<file path="src/rtl/ext_addrgen_2d.sv">
// 2-D external-memory DMA address generator: streams beats between one internal
// memory port and the external databus following start + i*shift + k*incr.
module ext_addrgen_2d #(
  parameter int DATA_W       = 32,
  parameter int IO_ADDR_W    = 32,
  parameter int EXT_ADDR_W   = 10,
  parameter int EXT_PERIOD_W = 10,
  parameter int MEM_ADDR_W   = 10,
  parameter int ADDR_SHIFT   = 1
) (
  input  logic                      clk,
  input  logic                      rst,
  input  logic                      run,
  input  logic                      abort,
  input  logic                      int_cnt_en,
  output logic                      done,
  output logic [2*EXT_PERIOD_W-1:0] xfer_cnt,
  input  logic [IO_ADDR_W-1:0]      ext_addr,
  input  logic [MEM_ADDR_W-1:0]     int_addr,
  input  logic [MEM_ADDR_W-1:0]     int_incr,
  input  logic [1:0]                direction,
  input  logic [EXT_PERIOD_W-1:0]   iterations,
  input  logic [EXT_PERIOD_W-1:0]   period,
  input  logic [EXT_PERIOD_W-1:0]   duty,
  input  logic [EXT_PERIOD_W-1:0]   delay,
  input  logic [EXT_ADDR_W-1:0]     start,
  input  logic [EXT_ADDR_W-1:0]     shift,
  input  logic [EXT_ADDR_W-1:0]     incr,
  output logic                      databus_valid,
  input  logic                      databus_ready,
  output logic [IO_ADDR_W-1:0]      databus_addr,
  input  logic [DATA_W-1:0]         databus_rdata,
  output logic [DATA_W-1:0]         databus_wdata,
  output logic [DATA_W/8-1:0]       databus_wstrb,
  output logic                      valid,
  output logic                      we,
  output logic [MEM_ADDR_W-1:0]     addr,
  output logic [DATA_W-1:0]         data_out,
  input  logic [DATA_W-1:0]         data_in
);

  localparam int STRB_W = DATA_W / 8;
  localparam int CNT_W  = 2 * EXT_PERIOD_W;

  typedef enum logic [1:0] {IDLE, DELAY, ACTIVE, GAP} state_t;

  state_t                  state_reg, state_next;
  logic                    abort_pend_reg;
  logic [1:0]              dir_reg;
  logic [EXT_PERIOD_W-1:0] iter_reg, period_reg, duty_reg;
  logic [EXT_ADDR_W-1:0]   shift_reg, incr_reg, base_reg, ext_off_reg;
  logic [IO_ADDR_W-1:0]    ext_addr_reg;
  logic [MEM_ADDR_W-1:0]   int_addr_reg, int_incr_reg, int_off_reg;
  logic [EXT_PERIOD_W-1:0] k_reg, i_reg, wait_reg;
  logic [CNT_W-1:0]        xfer_cnt_reg;

  logic start_ok, active, beat, stall, duty_end, last_iter, gap_en, is_e2i, is_i2e;

  assign start_ok  = run && (direction == 2'b01 || direction == 2'b10)
                     && (iterations != '0) && (duty != '0);
  assign active    = (state_reg == ACTIVE);
  assign beat      = active && databus_ready;
  assign stall     = active && !databus_ready;
  assign duty_end  = beat && (k_reg == duty_reg - EXT_PERIOD_W'(1));
  assign last_iter = (i_reg == iter_reg - EXT_PERIOD_W'(1));
  assign gap_en    = (period_reg > duty_reg);
  assign is_e2i    = (dir_reg == 2'b01);
  assign is_i2e    = (dir_reg == 2'b10);

  always_ff @(posedge clk) begin
    if (rst) begin
      state_reg      <= IDLE;
      abort_pend_reg <= 1'b0;
    end else begin
      state_reg      <= state_next;
      // An abort seen during a stall waits for the handshake before leaving ACTIVE.
      abort_pend_reg <= (state_next != IDLE) && (abort_pend_reg || (abort && stall));
    end
  end

  always_comb begin
    state_next = state_reg;
    case (state_reg)
      IDLE:    if (start_ok) state_next = (delay != '0) ? DELAY : ACTIVE;
      DELAY:   if (wait_reg == '0) state_next = ACTIVE;
      ACTIVE: begin
        if (duty_end) begin
          if (last_iter)   state_next = IDLE;
          else if (gap_en) state_next = GAP;
        end
      end
      GAP:     if (wait_reg == '0) state_next = ACTIVE;
      default: state_next = IDLE;
    endcase
    if ((state_reg != IDLE) && (abort || abort_pend_reg) && !stall)
      state_next = IDLE;
  end

  always_ff @(posedge clk) begin
    if (rst) begin
      dir_reg      <= '0;
      iter_reg     <= '0;
      period_reg   <= '0;
      duty_reg     <= '0;
      shift_reg    <= '0;
      incr_reg     <= '0;
      base_reg     <= '0;
      ext_off_reg  <= '0;
      ext_addr_reg <= '0;
      int_addr_reg <= '0;
      int_incr_reg <= '0;
      int_off_reg  <= '0;
      k_reg        <= '0;
      i_reg        <= '0;
      wait_reg     <= '0;
      xfer_cnt_reg <= '0;
    end else begin
      if ((state_reg == IDLE) && start_ok) begin
        dir_reg      <= direction;
        iter_reg     <= iterations;
        period_reg   <= period;
        duty_reg     <= duty;
        shift_reg    <= shift;
        incr_reg     <= incr;
        ext_addr_reg <= ext_addr;
        int_addr_reg <= int_addr;
        int_incr_reg <= int_incr;
        base_reg     <= start;
        ext_off_reg  <= start;
        int_off_reg  <= '0;
        k_reg        <= '0;
        i_reg        <= '0;
        xfer_cnt_reg <= '0;
        wait_reg     <= delay - EXT_PERIOD_W'(1);
      end
      if (((state_reg == DELAY) || (state_reg == GAP)) && (wait_reg != '0))
        wait_reg <= wait_reg - EXT_PERIOD_W'(1);
      if (beat) begin
        xfer_cnt_reg <= xfer_cnt_reg + CNT_W'(1);
        if (is_e2i || int_cnt_en)
          int_off_reg <= int_off_reg + int_incr_reg;
        // ext_off tracks base + k*incr incrementally instead of multiplying.
        if (duty_end) begin
          k_reg       <= '0;
          i_reg       <= i_reg + EXT_PERIOD_W'(1);
          base_reg    <= base_reg + shift_reg;
          ext_off_reg <= base_reg + shift_reg;
          wait_reg    <= period_reg - duty_reg - EXT_PERIOD_W'(1);
        end else begin
          k_reg       <= k_reg + EXT_PERIOD_W'(1);
          ext_off_reg <= ext_off_reg + incr_reg;
        end
      end
    end
  end

  assign done          = (state_reg == IDLE);
  assign xfer_cnt      = xfer_cnt_reg;
  assign databus_valid = active;
  assign databus_addr  = ext_addr_reg + (IO_ADDR_W'(ext_off_reg) << ADDR_SHIFT);
  assign databus_wdata = data_in;
  assign databus_wstrb = {STRB_W{active && is_i2e}};
  assign valid         = active && (is_i2e || databus_ready);
  assign we            = active && is_e2i && databus_ready;
  assign addr          = int_addr_reg + int_off_reg;
  assign data_out      = databus_rdata;

endmodule

</file>
<file path="config.mk">
export PLATFORM = sky130hd
export DESIGN_NAME = ext_addrgen_2d
export DESIGN_NICKNAME = d
export VERILOG_FILES = /design/src/rtl/ext_addrgen_2d.sv
export SDC_FILE = /design/constraint.sdc
export NUM_CORES = 1
export LEC_CHECK = 0
export CAP_MARGIN = 20
export CORE_MARGIN = 1
export CORE_UTILIZATION = 50
export CTS_BUF_LIST = sky130_fd_sc_hd__clkbuf_4 sky130_fd_sc_hd__clkbuf_8
export DETAILED_ROUTE_END_ITERATION = 8
export HOLD_SLACK_MARGIN = 0.05
export PLACE_DENSITY = 0.81
export SLEW_MARGIN = 5
export SYNTH_ARGS = -nofsm -noshare
export SYNTH_HDL_FRONTEND = slang
export SYNTH_SLANG_ARGS = --single-unit
</file>
<file path="constraint.sdc">
create_clock -name clk -period 6.6 [get_ports clk]
set_clock_uncertainty 0.05 [all_clocks]
set_input_delay 1.32 -clock clk [delete_from_list [all_inputs] [get_ports clk]]
set_output_delay 1.32 -clock clk [all_outputs]
set_load 0.1 [all_outputs]
</file>
==> summary.md <==
| Metric | Value |
|---|---|
| Setup TNS Final | 0 ns |
| Final design utilization | between 60% and 70% |
| # setup viols final | 0 |
| Post-route DRC | 0 |
| Die width | ~160 um |
| First-pass DRT Iterations | 5 |
| Skew-Pair Late Insertion Delay | approximately 0.47 ns |
| Reg2Reg Depth | 9 |
| Post-Syn Area | roughly 12000 um^2 |
| Grt total ovfl | 0 |
| GR Util met2 | between 40% and 50% |
| Setup crit end kind | output port |
| Status | finished, final reports clean |
| Antenna fix cells | 0 |
| Maximum VDD drop | approximately 0.00013 V |
| Final Max Tran Viols | 0 |
| Final Cycle Share | 88.4% |
| TritonCTS clock tree | built |
| Main synth FF type | dfxtp_1 |
| CTS buffer count | 17 |
| Global route hottest layer | met2 |
| # nets final | roughly 1900 |
| First-pass GRT wire length | 49700 um |
| Clock transition at the registers of the reported paths | around 0.09 ns |
| Synthesis Warnings | 0 |
| Final hold violation count | 0 |
| Hold bufs inserted after CTS | 0 |
| Initial Util | about half |
| Vias | 10900 |
| Max-capacitance violation count | 0 |
| Die area | about 24000 um^2 |
| Met3 global-route usage | roughly 3.9% |
| Core Area | 22900 um^2 |
| Commonest non-fill, non-tap cell in the layout | nand2_1 |
| Die Y-Extent | 156 um |
| Vias in the first global route | between 10000 and 15000 |
| EDFF count, synth | 0 |
| Register area share after synthesis | 31.7% |
| CTS H-tree depth | 4 |
| Setup repair after global routing missed its margin | false |
| Leak Pwr | around 0.0053 uW |
| Area growth syn-to-layout | 17.7% |
| Max Buffers Root-to-Sink | 2 |
| Port-buffer cells | about 200 |
| Iter 0 DRT Violations | 606 |
| Max Freq | 171 MHz |
| Setup Fix Bufs, Post-CTS | 0 |
| Placed insts | between 1500 and 2000 |
| Layout Cells excl Fill | ~1900 |
| Critical Path RT | ~5.2 ns |
| Headroom to the max-slew limit | 27.0% |
| Hold Path End | ext_addr_reg[5] |
| Clock root buffer | clkbuf_8 |
| Cells after synthesis | around 1500 |
| Critical path class | flip-flop to output port |
| Post-Syn Area per Cell | about 7.7 um^2 |
| Share of post-route cells with drive strength above 1 | a little over 4% |
| Worst reg2reg startpoint | duty_reg[0] |
| Max reg flops | 32 |
| Net count after synthesis | between 1500 and 2000 |
| Pwr dens | about 220 nW/um^2 |
| Number of clock sinks | about 190 |
| Num rows | 55 |
| Asr flop ratio synth | 0% |
| Final Wtd Congestion | 0.914 |
| CP Launch Type | flip-flop |
| Reg-to-reg endpoint | ext_off_reg[4] |
| Met1 Usage GRT | ~30% |
| Final ANT Viol Nets | 0 |
| Vias/cell | approximately 5.6 |
| Total Routing Usage GR | between 20% and 30% |
| # IOs | about 330 |
| Final min period | roughly 5.8 ns |
| Arr. time, crit path | about 4.5 ns |
| Synth Register Bits | around 190 |
| Synth cell types | 78 |
| Largest net degree at the start of global routing | around 150 |
| DP HPWL | 22300 um |
| Total wire length | between 30000 and 40000 um |
| Worst slew pin tran | between 1 and 1.5 ns |
| HP Class | flip-flop to flip-flop |
| Pwr Total | 3090 uW |
| Post-CTS resize count | 0 |
| Worst-path fanout max | 5 |
| WL/cell | 15.8 um |
| Hold Crit Start | ext_addr_reg[5] |
| Commonest non-fill, non-tap cells in the layout | nand2_1, clkdlybuf4s50_1, dfxtp_1, a21oi_1, nor2_1 |
| R2R setup slack | 2.93 ns |
| Initial antenna violation count | 0 |
| Hold Crit Depth | 2 |
## worst max-delay path by stage
| stage | start | endpoint | depth (start not counted) |
|---|---|---|---|
| 6_report | ext_off_reg[1] | databus_addr[22] | 9 |
| 5_1_grt | ext_off_reg[1] | databus_addr[24] | 9 |
| 4_1_cts | ext_off_reg[1] | databus_addr[22] | 9 |
| 3_5_place_dp | ext_off_reg[1] | databus_addr[22] | 9 |
| 3_3_place_gp | ext_off_reg[1] | databus_addr[26] | 9 |
| 2_1_floorplan | state_reg[1] | valid | 3 |
## layer usage
layer | routed length [um] | part of all wire (%)
met1 | 13100 | 42
met2 | 15100 | 49
met3 | 1380 | 4.5
met4 | 1230 | 4.0
met5 | 0 | 0
## cell type report
type                    count  area, um^2
fillers                  2055        9010
multi-input cells        1149        7060
flip-flops and latches    187        3740
repair buffers            207        2070
well taps                 313         392
clock buffers              20         263
inverters                  55         206
clock inverters            11         170
## power by group
part / switching (uW) / internal [uW] / leakage (uW)
clock network: 412 / 429 / 0.000223
logic: 623 / 355 / 0.00356
registers: 72.2 / 1200 / 0.00152
## cell usage after synthesis, drive strengths merged, types with 28 or more instances
cell type / instances / area share (%)
nand2: 287 / 9.1
dfxtp: 187 / 32
a21oi: 183 / 7.8
nor2: 87 / 2.8
buf: 85 / 5.1
ha: 64 / 6.8
xnor2: 56 / 4.2
clkbuf: 55 / 1.7
inv: 55 / 1.7
xor2: 46 / 3.4
o21ai: 42 / 1.8
nand3: 34 / 1.4
nor3: 28 / 1.2
## logic make-up (layout without fill, tap and decap cells)
| group | after synthesis | after routing | share of synthesized area (%) |
|---|---|---|---|
| AOI/OAI and AO/OA | 376 | 376 | 19.8 |
| xor gates and xnor gates | 102 | 102 | 7.56 |
| adders and majority gates | 70 | 70 | 7.80 |
| buffers and inverters | 195 | 293 | 8.55 |
| DFF | 187 | 187 | 31.7 |
| muxes | 13 | 13 | 1.14 |
| and+or+nand+nor | 588 | 588 | 23.4 |
## stage by stage
| stage | hold slack [ns] | worst slack [ns] | cell area, um^2 |
|---|---|---|---|
| final | 0.414 | 0.764 | 13900 |
| after floorplan | 0.386 | 1.49 | 11800 |
| after detailed placement | 0.403 | 1.32 | 13500 |
| after global placement | 0.394 | 1.51 | 13500 |
| after CTS | 0.416 | 0.795 | 13900 |
| after global routing | 0.431 | 0.510 | 13900 |
## critical path, cell delays in order (launching register included)
cell	delay [ns]
dfxtp_1	0.35
ha_1	0.31
a21o_1	0.16
a21o_1	0.20
a2111oi_1	0.74
o31ai_1	0.22
a211oi_1	0.55
nand2b_1	0.21
xnor2_1	0.11
clkdlybuf4s50_1	1.14
Note: power is estimated with default switching activity, not from simulation.
